===== config.mk =====
export PLATFORM = sky130hd
export DESIGN_NAME = tx_message_buffer
export DESIGN_NICKNAME = d
export VERILOG_FILES = /design/src/rtl/tx_message_buffer.sv
export SDC_FILE = /design/constraint.sdc
export NUM_CORES = 1
export LEC_CHECK = 0
export BUFFER_PORTS_ARGS = -buffer_cell sky130_fd_sc_hd__buf_2
export CAP_MARGIN = 40
export CORE_MARGIN = 1.5
export CORE_UTILIZATION = 60
export CTS_BUF_LIST = sky130_fd_sc_hd__clkbuf_8
export DETAILED_ROUTE_END_ITERATION = 6
export PLACE_DENSITY = 0.79
export SETUP_SLACK_MARGIN = 0.15
export SYNTH_ARGS = -nofsm -noshare
export SYNTH_HDL_FRONTEND = slang
export SYNTH_SLANG_ARGS = --single-unit

===== constraint.sdc =====
create_clock -name clock -period 3.1 [get_ports clock]
set_input_delay 0.31 -clock clock [delete_from_list [all_inputs] [get_ports clock]]
set_output_delay 0.31 -clock clock [all_outputs]
set_load 0.1 [all_outputs]

===== src/rtl/tx_message_buffer.sv =====
// Transmit queue between the core and the UART: words are queued with a byte
// count, then serialised low byte first over the SendTx/UART_Done handshake.
module tx_message_buffer #(
    parameter int WORD_WIDTH = 32,
    parameter int DEPTH      = 4,
    localparam int BYTES     = WORD_WIDTH / 8,
    localparam int BCNT_W    = $clog2(BYTES) + 1
) (
    input  logic                  clock,
    input  logic                  reset,
    input  logic                  push,
    input  logic [WORD_WIDTH-1:0] push_data,
    input  logic [BCNT_W-1:0]     push_bytes,
    input  logic                  UART_Done,
    output logic                  SendTx,
    output logic [7:0]            Message,
    output logic                  full,
    output logic                  empty,
    output logic                  busy,
    output logic                  overflow
);

    localparam int PTR_W   = $clog2(DEPTH);
    localparam int CNT_W   = PTR_W + 1;
    localparam int ENTRY_W = BCNT_W + WORD_WIDTH;

    typedef enum logic [1:0] {IDLE, LOAD, SEND, WAIT} state_t;

    state_t                    state;
    logic [ENTRY_W-1:0]        mem [DEPTH];
    logic [PTR_W-1:0]          wr_ptr, rd_ptr;
    logic [CNT_W-1:0]          count, count_nxt;
    logic [ENTRY_W-1:0]        head;
    logic [WORD_WIDTH-1:0]     sh, sh_next;
    logic [BCNT_W-1:0]         rem;
    logic                      do_pop, do_push;

    // A count of zero or anything beyond the word width means "whole word".
    function automatic logic [BCNT_W-1:0] norm_bytes(input logic [BCNT_W-1:0] b);
        if (b == '0 || b > BCNT_W'(BYTES))
            return BCNT_W'(BYTES);
        return b;
    endfunction

    assign do_pop  = (state == IDLE) && !empty;
    assign do_push = push && (!full || do_pop);
    assign sh_next = sh >> 8;

    always_comb begin
        count_nxt = count;
        if (do_push && !do_pop)
            count_nxt = count + CNT_W'(1);
        else if (!do_push && do_pop)
            count_nxt = count - CNT_W'(1);
    end

    always_ff @(posedge clock or negedge reset) begin
        if (!reset) begin
            wr_ptr   <= '0;
            rd_ptr   <= '0;
            count    <= '0;
            full     <= 1'b0;
            empty    <= 1'b1;
            overflow <= 1'b0;
        end else begin
            if (do_push)
                wr_ptr <= wr_ptr + PTR_W'(1);
            if (do_pop)
                rd_ptr <= rd_ptr + PTR_W'(1);
            if (push && full && !do_pop)
                overflow <= 1'b1;
            count <= count_nxt;
            full  <= (count_nxt == CNT_W'(DEPTH));
            empty <= (count_nxt == '0);
        end
    end

    // Storage and shift data carry no reset; control decides when they matter.
    // The head entry is latched at pop time because a same-cycle push into a
    // full FIFO reuses the slot that was just freed.
    always_ff @(posedge clock) begin
        if (do_push)
            mem[wr_ptr] <= {norm_bytes(push_bytes), push_data};
        if (do_pop)
            head <= mem[rd_ptr];
        if (state == LOAD)
            sh <= head[WORD_WIDTH-1:0];
        else if (state == WAIT && UART_Done)
            sh <= sh_next;
    end

    always_ff @(posedge clock or negedge reset) begin
        if (!reset) begin
            state   <= IDLE;
            SendTx  <= 1'b0;
            Message <= 8'h00;
            busy    <= 1'b0;
            rem     <= '0;
        end else begin
            case (state)
                IDLE: begin
                    if (do_pop) begin
                        state <= LOAD;
                        busy  <= 1'b1;
                    end
                end
                LOAD: begin
                    rem     <= head[ENTRY_W-1 -: BCNT_W];
                    Message <= head[7:0];
                    SendTx  <= 1'b1;
                    state   <= SEND;
                end
                SEND: begin
                    SendTx <= 1'b0;
                    state  <= WAIT;
                end
                WAIT: begin
                    if (UART_Done) begin
                        rem <= rem - BCNT_W'(1);
                        if (rem == BCNT_W'(1)) begin
                            state <= IDLE;
                            busy  <= 1'b0;
                        end else begin
                            Message <= sh_next[7:0];
                            SendTx  <= 1'b1;
                            state   <= SEND;
                        end
                    end
                end
                default: state <= IDLE;
            endcase
        end
    end

endmodule


Word-level counts from Yosys, hierarchy flattened --
Memory sizes are Yosys's and may differ from the RTL's. A register that Yosys moved wholly into a read port is not among the register bits. Index checks and enable logic that the tools add are counted.
Word-level totals: flip-flop bits (word level) 57, bits in writable memories 140, bits of input ports 39, output and inout bits 13, logic and storage cells 80, memories kept 1
Memories:
- mem | depth 4, width 35, read ports 1, clocked after memory_dff 1, wr ports 1, RTL line 30 | logic [ENTRY_W-1:0] mem [DEPTH];
Operators by class: add/sub/neg operators 5, $lt $le $gt $ge 1, equality and inequality tests 9, multiplexer cells 27, reductions and logical operators 25
Operator list (number):
- $mux W32 | 2
- $mux W3 | 6
- $mux W8 | 2
- $pmux W8 S2 | 1
- $mux W1 | 9
- $pmux W2 S4 | 1
- $logic_and A1 B1 Y1 | 7
- $logic_not A3 Y1 | 2
- $mux W2 | 3
- $ne A2 B2 Y1 const B | 3
- $pmux W3 S2 | 1
- $reduce_and A3 Y1 | 2
- $reduce_bool A2 Y1 | 3
- $sub A3 B1 Y3 const B | 2
- $add A2 B1 Y2 const B | 2
- $eq A2 B2 Y1 const B | 2
- $logic_not A1 Y1 | 4
- $reduce_and A2 Y1 | 2
- $reduce_and A4 Y1 | 1
- $add A3 B1 Y3 const B | 1
- $eq A3 B1 Y1 const B | 1
- $eq A3 B3 Y1 const B | 1
- $gt A3 B3 Y1 const B | 1
- $pmux W1 S3 | 1
- other kinds (6) | 7

Longest topological paths before layout --
Gate-level depths: netlist of the first run.
depth after elaboration 9, mapped depth 7, gate-level depth less buffers 6

Least setup slack after synthesis of the first run --
No wires, ideal clock.
path type register to register, start point reg empty, end point mem mem[0][0] in the netlist's numbering (enable), setup time 0.395 ns, data arrival time 2.262 ns, data required time 2.705 ns, setup slack 0.442 ns, cell stages (with the launch flop) 5, buffers on the path 1, period minus slack after synthesis 2.658 ns, cells stage by stage dfstp_2 -> or3_1 -> buf_6 -> a21boi_2 -> and2_1
On the way: longest elaborated chain between the ends 6
Ends and longest elaborated chain:
- from (decl) | RTL line 18 | output logic empty,
- from (signal assigned) | RTL line 74 | empty <= (count_nxt == '0);
- $logic_not A1 Y1 | RTL line 45 | assign do_pop = (state == IDLE) && !empty;
- $logic_and A1 B1 Y1 | RTL line 45
- $logic_or A1 B1 Y1 | RTL line 46 | assign do_push = push && (!full || do_pop);
- $logic_and A1 B1 Y1 | RTL line 46
- $mux W1 | RTL line 82 | if (do_push)
- $mux W1 (implied by the code) | RTL line 83 | mem[wr_ptr] <= {norm_bytes(push_bytes), push_data};
- to (decl) | RTL line 30
Every way passes these cells.

Worst setup path in the final report of the first run --
start point reg state[1], end point mem mem[2][29] in the netlist's numbering (enable)
On the way: longest elaborated chain between the ends 6
Ends and longest elaborated chain:
- from (decl) | RTL line 29 | state_t state;
- from (signal assigned) | RTL line 94 | state <= IDLE;
- from (signal assigned) | RTL line 103 | state <= LOAD;
- from (signal assigned) | RTL line 111 | state <= SEND;
- $logic_not A2 Y1 | RTL line 45
- $logic_and A1 B1 Y1 | RTL line 45
- $logic_or A1 B1 Y1 | RTL line 46
- $logic_and A1 B1 Y1 | RTL line 46
- $mux W1 | RTL line 82
- $mux W1 (implied by the code) | RTL line 83
Every way passes these cells.

==> results of run 1 <==
## layout make-up
class                   count  share of cell area
inverters                   9             0.00352
flip-flops and latches    224               0.687
clock inverters            22             0.00859
clock buffers              37              0.0530
multi-input cells         191               0.180
repair buffers             69              0.0448
well taps                 180              0.0234
## stage by stage
step,worst slack (ns),area (um^2)
after floorplan,0.442,8460
after global placement,0.666,8960
final,0.580,9610
after CTS,0.579,9610
after detailed placement,0.589,8960
after global routing,0.441,9610
## path summary, 6_finish.rpt
path,start,to,slack [ns],cells past startpoint
max,state[1],mem[2][29],0.58,4
min,push_data[6],mem[0][6],0.03,1
max reg2reg,state[1],mem[2][29],0.58,4
min reg2reg,overflow,overflow,0.48,1
max in group asynchronous,reset,rd_ptr[0],2.38,2
min in group asynchronous,reset,count[0],0.32,2
## logic make-up after synthesis
family                   count (synthesis)  synth area share
adder cells (fa/ha/maj)                  9            0.0133
XOR/XNOR                                 5           0.00518
buffers and inverters                   27            0.0152
AO/OA/AOI/OAI                           32            0.0247
multiplexers                            44             0.104
AND/OR/NAND/NOR                        101            0.0570
flip-flops                             224             0.781
## power by group through the flow
| stage | Clock [mW] | Combinational, mW | Sequential [mW] |
|---|---|---|---|
| floorplan | 0 | 1.66 | 5.01 |
| finish | 2.11 | 2.76 | 4.51 |
| global route | 2.28 | 3.01 | 4.58 |
| detailed placement | 0 | 2.79 | 4.57 |
| CTS | 2.16 | 2.81 | 4.52 |
| global placement | 0 | 2.73 | 4.51 |
## state kept, by name, indices dropped and copies added (netlist names)
signal / count
sh: 24
count: 3
state: 2
busy: 1
full: 1
head: 35
overflow: 1
Message: 8
rd_ptr: 2
rem: 3
SendTx: 1
empty: 1
wr_ptr: 2
mem: 140
## what timing repair did
item / 4_1_cts / 5_1_grt
hold buffers: 6 / 0
hold endpoints to repair: 41 / 0
resized for setup: 0 / 0
## critical path, cell delays in order (launching register included)
cell and delay [ns]:
dfrtp_1 0.55, or3_1 0.59, a21boi_2 0.34, and2_1 0.18, buf_4 0.46
## layer usage
metal  global-route usage  vias up
li1                     -     1884
met1                0.250     2025
met2                0.337       95
met3               0.0412       24
met4               0.0801        0
met5                    0        -
## placed cells by master (no fill, tap or decap), types with 2 or more instances in the layout
cell type,count
nand3_1,3
nand2_1,64
inv_1,21
ha_1,9
dfrtp_1,23
nor2_1,5
buf_2,51
nor2b_1,4
mux2i_1,9
a21oi_1,6
o21ai_0,15
a21o_1,2
nand2b_1,3
clkbuf_8,37
buf_12,2
and2_1,13
mux4_2,35
xnor2_1,5
o22ai_1,3
edfxtp_1,199
dlygate4sd3_1,6
buf_4,10
clkinv_1,10
==> impl_metrics.csv, run 1 <==
group,metric,value,unit
clock_tree,worstSkewPairLatency,0.51,ns
critical_path,crit_path_max_fanout,35,
yosys,yosys_register_bits,224,
clock_tree,cts-root-buf,"clkbuf_8",
yosys,synth_top_area_share,0.707,
power_and_ir_drop,power_frac_comb,0.294,
yosys,synth.avg_cell_area,19.1,um^2
drt,drt_wl_total,13500,um
critical_path,required,3.23,ns
timing,fmax,397,MHz
clock_tree,tritoncts,"done",
timing,skew,0.0140,ns
clock_tree,cts_setup_buffers,0,
floorplanning,rows,43,
layout,drive_gt1_frac,0.261,
drt,vias,4028,
yosys,synth_warnings,0,
global_route,grt.overflow.total,0,
clock_tree,clk_path_buf_depth,3,
power_and_ir_drop,p_seq_frac,0.481,
floorplanning,dieArea,14800,um^2
timing,hold_violations,0,
place,io_buffers,51,
power_and_ir_drop,clock_power_share,0.225,
drt,drtAntennaViolNets,0,
place,dp_hpwl,8120,um
yosys,synth-edff-count,199,
layout,fillCellCount,872,
timing,relSlewSlack,0.496,
critical_path,crit_type,"register to register",
power_and_ir_drop,power.internal,6.31,mW
yosys,synthCells,442,
global_route,grt_max_degree,38,
power_and_ir_drop,ir_worst_vdd,0.632,mV
place,place_inst,667,
layout,syn_to_final_growth,13.6,%
place,gp_congestion,0.715,
clock_tree,htreeDepth,2,
yosys,synth_most_common_cell,"edfxtp_1",
clock_tree,cts-buffers-inserted,35,
critical_path,crit_path_end_kind,"register",
yosys,seq_area_frac_synth,0.781,
layout,antenna_cells,0,
floorplanning,fp.dieH,122,um
yosys,synthTopCellsByCount,"199 x edfxtp_1, 64 x nand2_1, 35 x mux4_2, 24 x dfrtp_1, 15 x o21ai_0",
timing,setup_viol,0,
timing,slew_violations,0,
yosys,async_flop_share,0.112,
timing,period_minus_slack,2.52,ns
drt,routedWlPerCell,18.4,um
global_route,grt_util_all_layers,0.197,
timing,post-route-period-util,0.813,
timing,setup_tns,0,ns
power_and_ir_drop,power,9.37,mW
floorplanning,io_pins,52,
drt,topRoutingLayerUsed,"met4",
drt,drt_first_pass_iters,4,
floorplanning,die_w,122,um
drt,wl_met1,5590,um
yosys,yosysUniqueCellTypes,38,
layout,regArea,6600,um^2
yosys,yosys.area.top_type,"edfxtp_1",
global_route,grt_antenna_before_repair,0,
drt,wl_met2,7090,um
run_status,outcome,"complete, no violations",
floorplanning,initial_core_util,0.612,
drt,wl_met3,566,um
global_route,grt_pass1_vias,4255,
yosys,synthesis.area,8460,um^2
layout,final_cell_count_no_fill,732,
layout,layout.nets,578,
timing,whs,0.0255,ns
power_and_ir_drop,power.density,975,nW/um^2
yosys,syn_nets,490,
drt,first_iter_violations,231,
run,maxCapViolCount,0,
drt,viasPerCell,5.50,
clock_tree,clk_pin_slew,0.06,ns
min_path,hold_class,"input pin to register",
critical_path,worstSetupStartpointType,"register",
power_and_ir_drop,netSwitchingFraction,0.327,
power_and_ir_drop,p_leak,3.52,nW
yosys,synth-main-ff-cell,"edfxtp_1",
global_route,grt_pass1_wl,21700,um
floorplanning,coreArea,13800,um^2
critical_path,arrival,2.65,ns
timing,grt_setup_unrepaired,"no",
power_and_ir_drop,p_switching,3.06,mW
layout,fin_util,0.695,
timing,worst_pin_slew,0.756,ns
clock_tree,cts_sinks,224,
layout,multi_input_comb_area,1730,um^2
yosys,synthTopCellsByArea,"edfxtp_1 71%, mux4_2 9.3%, dfrtp_1 7.1%",
drt,drc_errors,0,
No activity file was read; power rests on OpenSTA's default activity.
==> run 2: changes to the inputs <==
Settings changed: CORE_UTILIZATION 60 to 56, PLACE_DENSITY 0.79 to 0.77.
Clock period 3.1 ns to 2.2 ns, I/O delays scaled along.
==> impl_metrics.csv, run 2 (synthesized netlist as in run 1, its figures left out) <==
group,metric,value,unit
run_status,outcome,"complete, no violations",
layout,fillCellCount,919,
global_route,grt_pass1_wl,23500,um
critical_path,required,2.41,ns
critical_path,arrival,2.19,ns
global_route,grt_util_all_layers,0.194,
run,maxCapViolCount,0,
clock_tree,clk_pin_slew,0.06,ns
floorplanning,dieArea,15800,um^2
clock_tree,htreeDepth,2,
layout,final_common_cell,"edfxtp_1",
timing,skew,0.0189,ns
global_route,grt.overflow.total,0,
clock_tree,cts-buffers-inserted,35,
min_path,hold_class,"input pin to register",
layout,antenna_cells,0,
timing,worst_pin_slew,0.755,ns
timing,period_minus_slack,1.98,ns
clock_tree,cts_setup_buffers,0,
critical_path,crit_path_max_fanout,15,
global_route,grt_antenna_before_repair,0,
clock_tree,tritoncts,"done",
timing,fmax,505,MHz
layout,regArea,6610,um^2
place,io_buffers,51,
layout,fin_util,0.689,
drt,routedWlPerCell,18.5,um
timing,relSlewSlack,0.497,
floorplanning,io_pins,52,
critical_path,crit_path_end_kind,"register",
timing,slew_violations,0,
timing,post-route-period-util,0.900,
global_route,grt_pass1_vias,4539,
layout,largestRegisters,"mem: 140 flops, head: 35 flops, sh: 24 flops",
power_and_ir_drop,ir_worst_vdd,0.844,mV
timing,grt_setup_unrepaired,"no",
drt,drt_wl_total,14200,um
power_and_ir_drop,p_leak,3.72,nW
layout,layout_common_cells,"199 x edfxtp_1, 64 x nand2_1, 51 x buf_2",
clock_tree,clk_path_buf_depth,3,
layout,syn_to_final_growth,19.3,%
clock_tree,worstSkewPairLatency,0.51,ns
global_route,grt_max_degree,38,
clock_tree,cts_sinks,224,
drt,drtAntennaViolNets,0,
drt,drt_first_pass_iters,6,
timing,hold_violations,0,
layout,largest_reg_flops,140,
drt,first_iter_violations,212,
layout,drive_gt1_frac,0.276,
critical_path,critPathSlowestCell,"dfstp_4",
floorplanning,die_w,126,um
floorplanning,coreArea,14600,um^2
place,dp_hpwl,8780,um
timing,setup_tns,0,ns
timing,setup_viol,0,
drt,drc_errors,0,
critical_path,max_stage_delay,0.48,ns
clock_tree,cts-root-buf,"clkbuf_8",
place,gp_congestion,0.745,
critical_path,path_cells,"or3_1 > a21boi_4 > and2_4 > buf_12",
critical_path,crit_type,"register to register",
layout,layout.nets,610,
power_and_ir_drop,power.density,1350,nW/um^2
drt,vias,4204,
layout,multi_input_comb_area,1740,um^2
critical_path,worstSetupStartpointType,"register",
floorplanning,fp.dieH,126,um
drt,viasPerCell,5.45,
floorplanning,rows,44,
floorplanning,initial_core_util,0.577,
critical_path,reg2reg_slack,0.22,ns
layout,top_register,"mem",
==> run 2: changes by cell type in the layout (fill, tap and decap cells not counted), sizes merged <==
cell / previous run / this run
buf: 63 / 67
dlygate4sd3: 6 / 34
inv: 21 / 23
clkinv: 10 / 9
clkbuf: 37 / 38
clkinvlp: 0 / 2
==> run 2: metrics by stage <==
step	hold slack, ns	power (mW)	cell area (um^2)	instances	setup slack [ns]
after global routing	0.0543	14.3	10100	772	0.164
after global placement	0.242	10.4	9120	675	0.295
final	0.0494	13.6	10100	772	0.220
after detailed placement	0.256	10.6	9120	675	0.246
after floorplan	-0.0756	9.43	8480	442	0.139
after CTS	0.0155	13.8	10100	772	0.221
==> run 2: repair_timing <==
action,4_1_cts,5_1_grt
hold endpoints to repair,153,0
endpoints found under the setup margin,0,0
hold buffers,34,0
gates resized for setup,0,0
==> run 2: worst paths after layout <==
check / endpoint / startpoint / cells after the start
max: mem[2][6] / empty / 4
min: mem[2][32] / push_bytes[2] / 2
max reg2reg: mem[2][6] / empty / 4
min reg2reg: Message[2] / Message[2] / 2
max in group asynchronous: rd_ptr[0] / reset / 2
min in group asynchronous: full / reset / 2
==> run 2: routing by layer <==
| metal | share of wire | up-vias | track usage |
|---|---|---|---|
| li1 | - | 1941 | - |
| met1 | 0.43 | 2134 | 0.245 |
| met2 | 0.50 | 102 | 0.327 |
| met3 | 0.043 | 27 | 0.0421 |
| met4 | 0.029 | 0 | 0.0879 |
| met5 | 0 | - | 0 |
==> run 2: cell type report <==
| type | instances | area share |
|---|---|---|
| clock buffers | 38 | 0.0518 |
| clock inverters | 25 | 0.0109 |
| inverters | 9 | 0.00372 |
| multi-input cells | 191 | 0.173 |
| flip-flops and latches | 224 | 0.655 |
| well taps | 184 | 0.0228 |
| repair buffers | 101 | 0.0833 |
==> run 2: critical path: cells and delay by family (launching register included) <==
kind	cells	cell delay (ns)
AND/OR/NAND/NOR	2	0.71
flip-flops	1	0.48
AO/OA/AOI/OAI	1	0.30
buffers and inverters	1	0.19
==> run 2: power by group <==
| part | switching [mW] | internal, mW | total (mW) | leakage [nW] |
|---|---|---|---|---|
| Combinational | 2.62 | 1.57 | 4.19 | 1.20 |
| Sequential | 0.338 | 5.98 | 6.31 | 2.13 |
| Clock | 1.50 | 1.60 | 3.10 | 0.381 |
